--- config.mk ---
export PLATFORM = sky130hd
export DESIGN_NAME = servant_wb_arbiter
export DESIGN_NICKNAME = d
export VERILOG_FILES = /design/src/rtl/servant_wb_arbiter.sv
export SDC_FILE = /design/constraint.sdc
export NUM_CORES = 1
export LEC_CHECK = 0
export BUFFER_PORTS_ARGS = -buffer_cell sky130_fd_sc_hd__buf_4
export CAP_MARGIN = 25
export CORE_AREA = 2 2 139 141
export CTS_BUF_LIST = sky130_fd_sc_hd__clkbuf_16
export DETAILED_ROUTE_END_ITERATION = 16
export DIE_AREA = 0 0 141 143
export HOLD_SLACK_MARGIN = 0.02
export PLACE_DENSITY = 0.48
export SLEW_MARGIN = 10
export SYNTH_ARGS = -nofsm -noshare
export SYNTH_HDL_FRONTEND = slang
export SYNTH_SLANG_ARGS = --single-unit
--- constraint.sdc ---
create_clock -name wb_clk -period 4.97 [get_ports wb_clk]
set_input_delay 0.7455 -clock wb_clk [delete_from_list [all_inputs] [get_ports wb_clk]]
set_output_delay 0.7455 -clock wb_clk [all_outputs]
set_load 0.05 [all_outputs]
--- src/rtl/servant_wb_arbiter.sv ---
// Round-robin Wishbone classic arbiter sharing one slave between N masters,
// with a per-transaction ack watchdog that returns an error to a stalled owner.
module servant_wb_arbiter #(
  parameter int N       = 3,
  parameter int AW      = 32,
  parameter int DW      = 32,
  parameter int TIMEOUT = 255
) (
  input  logic              wb_clk,
  input  logic              wb_rst_n,
  input  logic [N-1:0]      i_m_cyc,
  input  logic [N-1:0]      i_m_stb,
  input  logic [N-1:0]      i_m_we,
  input  logic [N*AW-1:0]   i_m_adr,
  input  logic [N*DW-1:0]   i_m_dat,
  input  logic [N*DW/8-1:0] i_m_sel,
  output logic [DW-1:0]     o_m_rdt,
  output logic [N-1:0]      o_m_ack,
  output logic [N-1:0]      o_m_err,
  output logic              o_s_cyc,
  output logic              o_s_stb,
  output logic              o_s_we,
  output logic [AW-1:0]     o_s_adr,
  output logic [DW-1:0]     o_s_dat,
  output logic [DW/8-1:0]   o_s_sel,
  input  logic [DW-1:0]     i_s_rdt,
  input  logic              i_s_ack,
  output logic [N-1:0]      o_grant
);

  localparam int PW = (N > 1) ? $clog2(N) : 1;
  localparam int CW = (TIMEOUT > 0) ? $clog2(TIMEOUT + 1) : 1;
  localparam int SW = DW / 8;

  typedef enum logic {IDLE, BUSY} state_t;

  state_t        state_q, state_d;
  logic [PW-1:0] owner_q, owner_d;
  logic [PW-1:0] ptr_q, ptr_d;
  logic [CW-1:0] cnt_q, cnt_d;
  logic [N-1:0]  err_q, err_d;

  logic          req_found;
  logic [PW-1:0] req_pick;
  logic [PW-1:0] scan_idx;
  logic          own_cyc;
  logic          timeout_hit;

  function automatic logic [PW-1:0] next_ptr(input logic [PW-1:0] o);
    if (int'(o) == N - 1) return '0;
    else                  return o + PW'(1);
  endfunction

  // First requester at or after the priority pointer, wrapping mod N.
  always_comb begin
    req_found = 1'b0;
    req_pick  = ptr_q;
    scan_idx  = '0;
    for (int i = 0; i < N; i++) begin
      scan_idx = PW'((int'(ptr_q) + i) % N);
      if (!req_found && i_m_cyc[scan_idx]) begin
        req_found = 1'b1;
        req_pick  = scan_idx;
      end
    end
  end

  always_comb begin
    state_d     = state_q;
    owner_d     = owner_q;
    ptr_d       = ptr_q;
    cnt_d       = cnt_q;
    err_d       = '0;
    own_cyc     = 1'b0;
    timeout_hit = 1'b0;
    o_grant     = '0;
    o_m_ack     = '0;
    o_s_cyc     = 1'b0;
    o_s_stb     = 1'b0;
    o_s_we      = 1'b0;
    o_s_adr     = '0;
    o_s_dat     = '0;
    o_s_sel     = '0;
    case (state_q)
      IDLE: begin
        if (req_found) begin
          state_d = BUSY;
          owner_d = req_pick;
          cnt_d   = '0;
        end
      end
      BUSY: begin
        own_cyc     = i_m_cyc[owner_q];
        // An ack arriving on the expiry cycle still completes normally.
        timeout_hit = (TIMEOUT > 0) && (cnt_q == CW'(TIMEOUT)) && !i_s_ack;
        o_grant[owner_q] = 1'b1;
        o_s_cyc = own_cyc & ~timeout_hit;
        o_s_stb = i_m_stb[owner_q] & ~timeout_hit;
        o_s_we  = i_m_we[owner_q];
        o_s_adr = i_m_adr[int'(owner_q)*AW +: AW];
        o_s_dat = i_m_dat[int'(owner_q)*DW +: DW];
        o_s_sel = i_m_sel[int'(owner_q)*SW +: SW];
        o_m_ack[owner_q] = i_s_ack & own_cyc;
        if (!own_cyc || i_s_ack || timeout_hit) begin
          state_d = IDLE;
          ptr_d   = next_ptr(owner_q);
          cnt_d   = '0;
          if (own_cyc && timeout_hit) err_d[owner_q] = 1'b1;
        end else if (TIMEOUT > 0) begin
          cnt_d = cnt_q + CW'(1);
        end
      end
      default: state_d = IDLE;
    endcase
  end

  always_ff @(posedge wb_clk or negedge wb_rst_n) begin
    if (!wb_rst_n) begin
      state_q <= IDLE;
      owner_q <= '0;
      ptr_q   <= '0;
      cnt_q   <= '0;
      err_q   <= '0;
    end else begin
      state_q <= state_d;
      owner_q <= owner_d;
      ptr_q   <= ptr_d;
      cnt_q   <= cnt_d;
      err_q   <= err_d;
    end
  end

  assign o_m_err = err_q;
  assign o_m_rdt = i_s_rdt;

endmodule

## Word-level counts from Yosys, hierarchy flattened

Cells that the tools add are included.

- Add/subtract/negate cells: 4
- Divide/modulo/power cells: 3
- Order comparisons: 5
- Eq/ne operators: 3
- Shift operators: 3
- Muxes and demuxes: 38
- Bitwise gates (word level): 6
- Reductions and logical operators: 13

Operators with widths:

| operator | count |
|---|---|
| $shiftx A96 B8 Y32 | 2 |
| $mod A32 B3 Y32 const B | 2 |
| $mux W32 | 2 |
| $mod A3 B3 Y32 const B | 1 |
| $mux W8 | 2 |
| $pmux W8 S2 | 1 |
| $mux W1 | 15 |
| $mux W3 | 5 |
| $bmux W1 S2 | 6 |
| $lt A2 B3 Y1 const B | 4 |
| $shiftx A12 B5 Y4 | 1 |
| $add A8 B1 Y8 const B | 1 |
| $eq A8 B8 Y1 const B | 1 |
| $mux W2 | 4 |
| $logic_and A1 B1 Y1 | 5 |
| $logic_not A1 Y1 | 4 |
| $mux W4 | 1 |
| $reduce_and A2 Y1 | 2 |
| $add A2 B1 Y3 const B | 1 |
| $add A2 B2 Y3 const B | 1 |
| $and A1 B1 Y1 | 3 |
| $and A3 B3 Y3 | 1 |
| $add A2 B1 Y2 const B | 1 |
| $demux W1 S2 | 1 |
| other kinds (6) | 8 |

- Bits in registers: 16
- Bits of input ports: 248
- Output and inout port bits: 112
- Word-level logic and storage cells: 80

## Logic depth before layout (Yosys ltp)

- Depth in word-level cells: 12
- Gate-level depth with buffers: 7
- Gate-level depth less buffers: 7

## Worst setup path after synthesis

OpenSTA, ideal clock, no wires.

- Path kind: input -> output
- From: input i_m_cyc[1]
- To: output o_m_ack[2]
- Arrival time: 1.934 ns
- Required time: 4.225 ns
- Slack: 2.291 ns
- Stages on the path: 4
- Path buffers: 0
- Path through: mux2i_1 a2bb2oi_2 or2_2 nor2_1

- Word-level cells in the longest chain between the ends: 5

Ends and longest elaborated chain:

| element | RTL line | source |
|---|---|---|
| start, declared | 11 | `input logic [N-1:0] i_m_cyc,` |
| $bmux W1 S2 | 93 | `own_cyc = i_m_cyc[owner_q];` |
| $mux W1 (not written as such) | 93 |  |
| $and A1 B1 Y1 | 103 | `o_m_ack[owner_q] = i_s_ack & own_cyc;` |
| $and A3 B3 Y3 (no source line) | -- |  |
| $mux W3 | 84 | `case (state_q)` |
| end, declared | 18 | `output logic [N-1:0] o_m_ack,` |

Every way passes these cells. The select of a mux whose other input is x is not followed.

## Final worst setup path

- From: register owner_q[0]
- To: output o_m_ack[2]

- Word-level cells in the longest chain between the ends: 6
- Elaborated cells between the ends (all ways): 10
- Those cells by class: order compare (2); mux (5); bitwise (2); reduce/logical (1)

Ends and longest elaborated chain:

| element | RTL line | source |
|---|---|---|
| start, declared | 38 | `logic [PW-1:0] owner_q, owner_d;` |
| start signal, assigned | 126 | `owner_q <= owner_d;` |
| $lt A2 B3 Y1 (not written as such) or $ge A2 B1 Y1 (tied branches) | 103 |  |
| $logic_and A1 B1 Y1 (not written as such) | 103 |  |
| $mux W1 (not written as such) | 103 |  |
| $demux W1 S2 | 103 |  |
| $and A3 B3 Y3 (no source line) * | -- |  |
| $mux W3 * | 84 |  |

Mark *: on every way between the ends. The rest lies on a longest branch, timed or not. The select of a mux whose other input is x is not followed.

==> metrics.csv <==
metric;value;unit
final_nets;946;
drc;0;
grt_pass1_wl;20400;µm
worstPathArrival;2920;ps
end_kind;output port;
viasPerCell;4.22;
min_path_type;in -> async;
cts_made_buffers;3;
ys_seq_area_frac;0.135;
p_int;0.00118;W
ys.flop_type;dfrtp_1;
synth_seq_cells;16;
finalCriticalPeriod;3670;ps
ff2ff_path_depth;6;
dieArea;0.0202;mm²
dp_hpwl;11200;µm
power_density;624;mW/mm²
start_kind;flop;
post-place-ws;1570;ps
fin_area;0.00522;mm²
wl;13900;µm
p_leak;2.65;nW
portBuffers;295;
reg2reg_from;owner_q[0];
synthArstFlopShare;1.00;
first_iter_violations;173;
required;4220;ps
grt_overflow;0;
setup-tns-final;0;ps
criticalPathCategory;reg -> out;
p_seq_frac;0.075;
postSynthCellCount;455;
layout-drive-gt1-share;0.452;
finalClockSkew;4.03;ps
syn_area;0.00297;mm²
antenna_found_initial;0;
rsz0062_at_grt;no;
fp.dieH;143;µm
p_total;0.00326;W
yosysWarningCount;0;
max-vdd-ir-drop;0.230;mV
timing.fmax;273;MHz
cts.sinks;16;
vias;3913;
tightest_slew;860;ps
post_drt_wl_per_cell;15.0;µm
dpl_cell_area;0.00514;mm²
coreArea;0.0186;mm²
max_cap_viol_count;0;
cts-resized-gates;0;
insertion_delay;250;ps
maxSlewHeadroom;0.426;
initial_core_util;0.160;
p_clk_frac;0.048;
syn_area_per_cell;6.53;µm²
syn2layout_area_growth;75.7;%
cts_root_buffer;clkbuf_16;
finalHoldViolCount;0;
synthesis.nets;707;
clkSlewWorstSetupHoldPaths;50;ps
timing.final.crit_share;0.738;
io_pins;360;
setup_viol;0;
p_sw_frac;0.637;
grt_usage;0.125;
setup_ws;1300;ps
grt_max_degree;77;
timing.rr.end;ptr_q[0];
ctsHoldBuffers;0;
postRouteAntennaNets;0;
gp_congestion;0.793;
drt-pass1-iter-count;4;
synth_edf_count;0;
cts_max_level;1;
status;finished, final reports clean;
cts_setup_buffers;0;
pwr-share-comb;0.877;
rows;50;
critPathMaxFanout;40;
first_global_vias;3757;
cts_tree;done;
clockBufferDepth;2;
ys_types;36;
die_x;141;µm
diodes;0;
drv_slew;0;
switching_power;0.00208;W
r2r_slack;2030;ps
## power groups by stage
stage / Sequential (W) / Combinational, W / Clock (W)
global route: 0.000256 / 0.00304 / 0.000168
floorplan: 0.000175 / 0.00216 / 0
CTS: 0.000248 / 0.00289 / 0.000162
finish: 0.000245 / 0.00286 / 0.000157
detailed placement: 0.000250 / 0.00289 / 0
global placement: 0.000251 / 0.00290 / 0
## cells by family after synthesis
logic type      share of synthesized area
mux                                 0.263
flops                               0.135
simple gates                        0.266
buf+inv                             0.141
fa+ha+maj                          0.0168
xor+xnor                          0.00295
compound gates                      0.175
## critical path, stage by stage (launching register included)
cell       delay (ps)
dfrtp_4           850
buf_4             680
mux2i_1           180
a2bb2oi_2         200
or2_2             340
nor2_1            110
buf_4             210
## cells in the mapped netlist (8+ instances only)
cell	n	area [µm²]
buf_1	11	41.3
buf_4	32	240
inv_1	11	41.3
nand2_1	8	30.0
buf_2	11	55.1
dfrtp_1	16	400
mux2i_1	77	771
a21oi_1	75	375
clkbuf_1	11	41.3
nor2_1	152	571
## layout by cell type (no fill, tap or decap), types with 3 or more instances in the layout
master	count
a21oi_1	75
a22o_1	3
and3_1	4
buf_4	299
clkbuf_16	3
dfrtp_1	14
ha_1	4
inv_1	11
mux2i_1	77
nand2_1	8
nand2b_1	4
nand3_1	4
nand3b_1	4
nor2_1	152
## per-layer routing
layer  part of all wire  up-vias  track usage
li1                   -     1979            -
met1               0.42     1746        0.165
met2               0.50      164        0.213
met3              0.059       24       0.0201
met4              0.020        0       0.0316
met5                  0        -            0
## layout make-up
| class | instances | area, µm² |
|---|---|---|
| sequential | 16 | 405 |
| multi-input combinational | 363 | 2160 |
| tap | 234 | 293 |
| clock inverter | 1 | 3.75 |
| fill | 2075 | 13400 |
| inverter | 11 | 41.3 |
| timing repair buffer | 299 | 2240 |
| clock buffer | 3 | 75.1 |
## per-stage QoR
step           cells  hold slack, ps   util
6_report         927             352  0.281
5_1_grt          927             363  0.281
4_1_cts          927             359  0.281
3_5_place_dp     923             491  0.277
3_3_place_gp     923             499  0.277
2_1_floorplan    455             450      -
## state kept, by name, summed over array words and instances (netlist names)
register and cells:
ptr_q 2, cnt_q 8, state_q 1, o_m_err 3, owner_q 2
## worst max-delay path by stage
stage | start | end | slack (ps)
after floorplan | i_m_cyc[1] | o_m_ack[2] | 2290
after global placement | owner_q[0] | o_m_ack[2] | 1550
after detailed placement | owner_q[0] | o_m_ack[2] | 1570
after CTS | owner_q[0] | o_m_ack[2] | 1300
after global routing | owner_q[0] | o_m_ack[0] | 1140
final | owner_q[0] | o_m_ack[2] | 1300
Power figures use the tool's default switching activity.
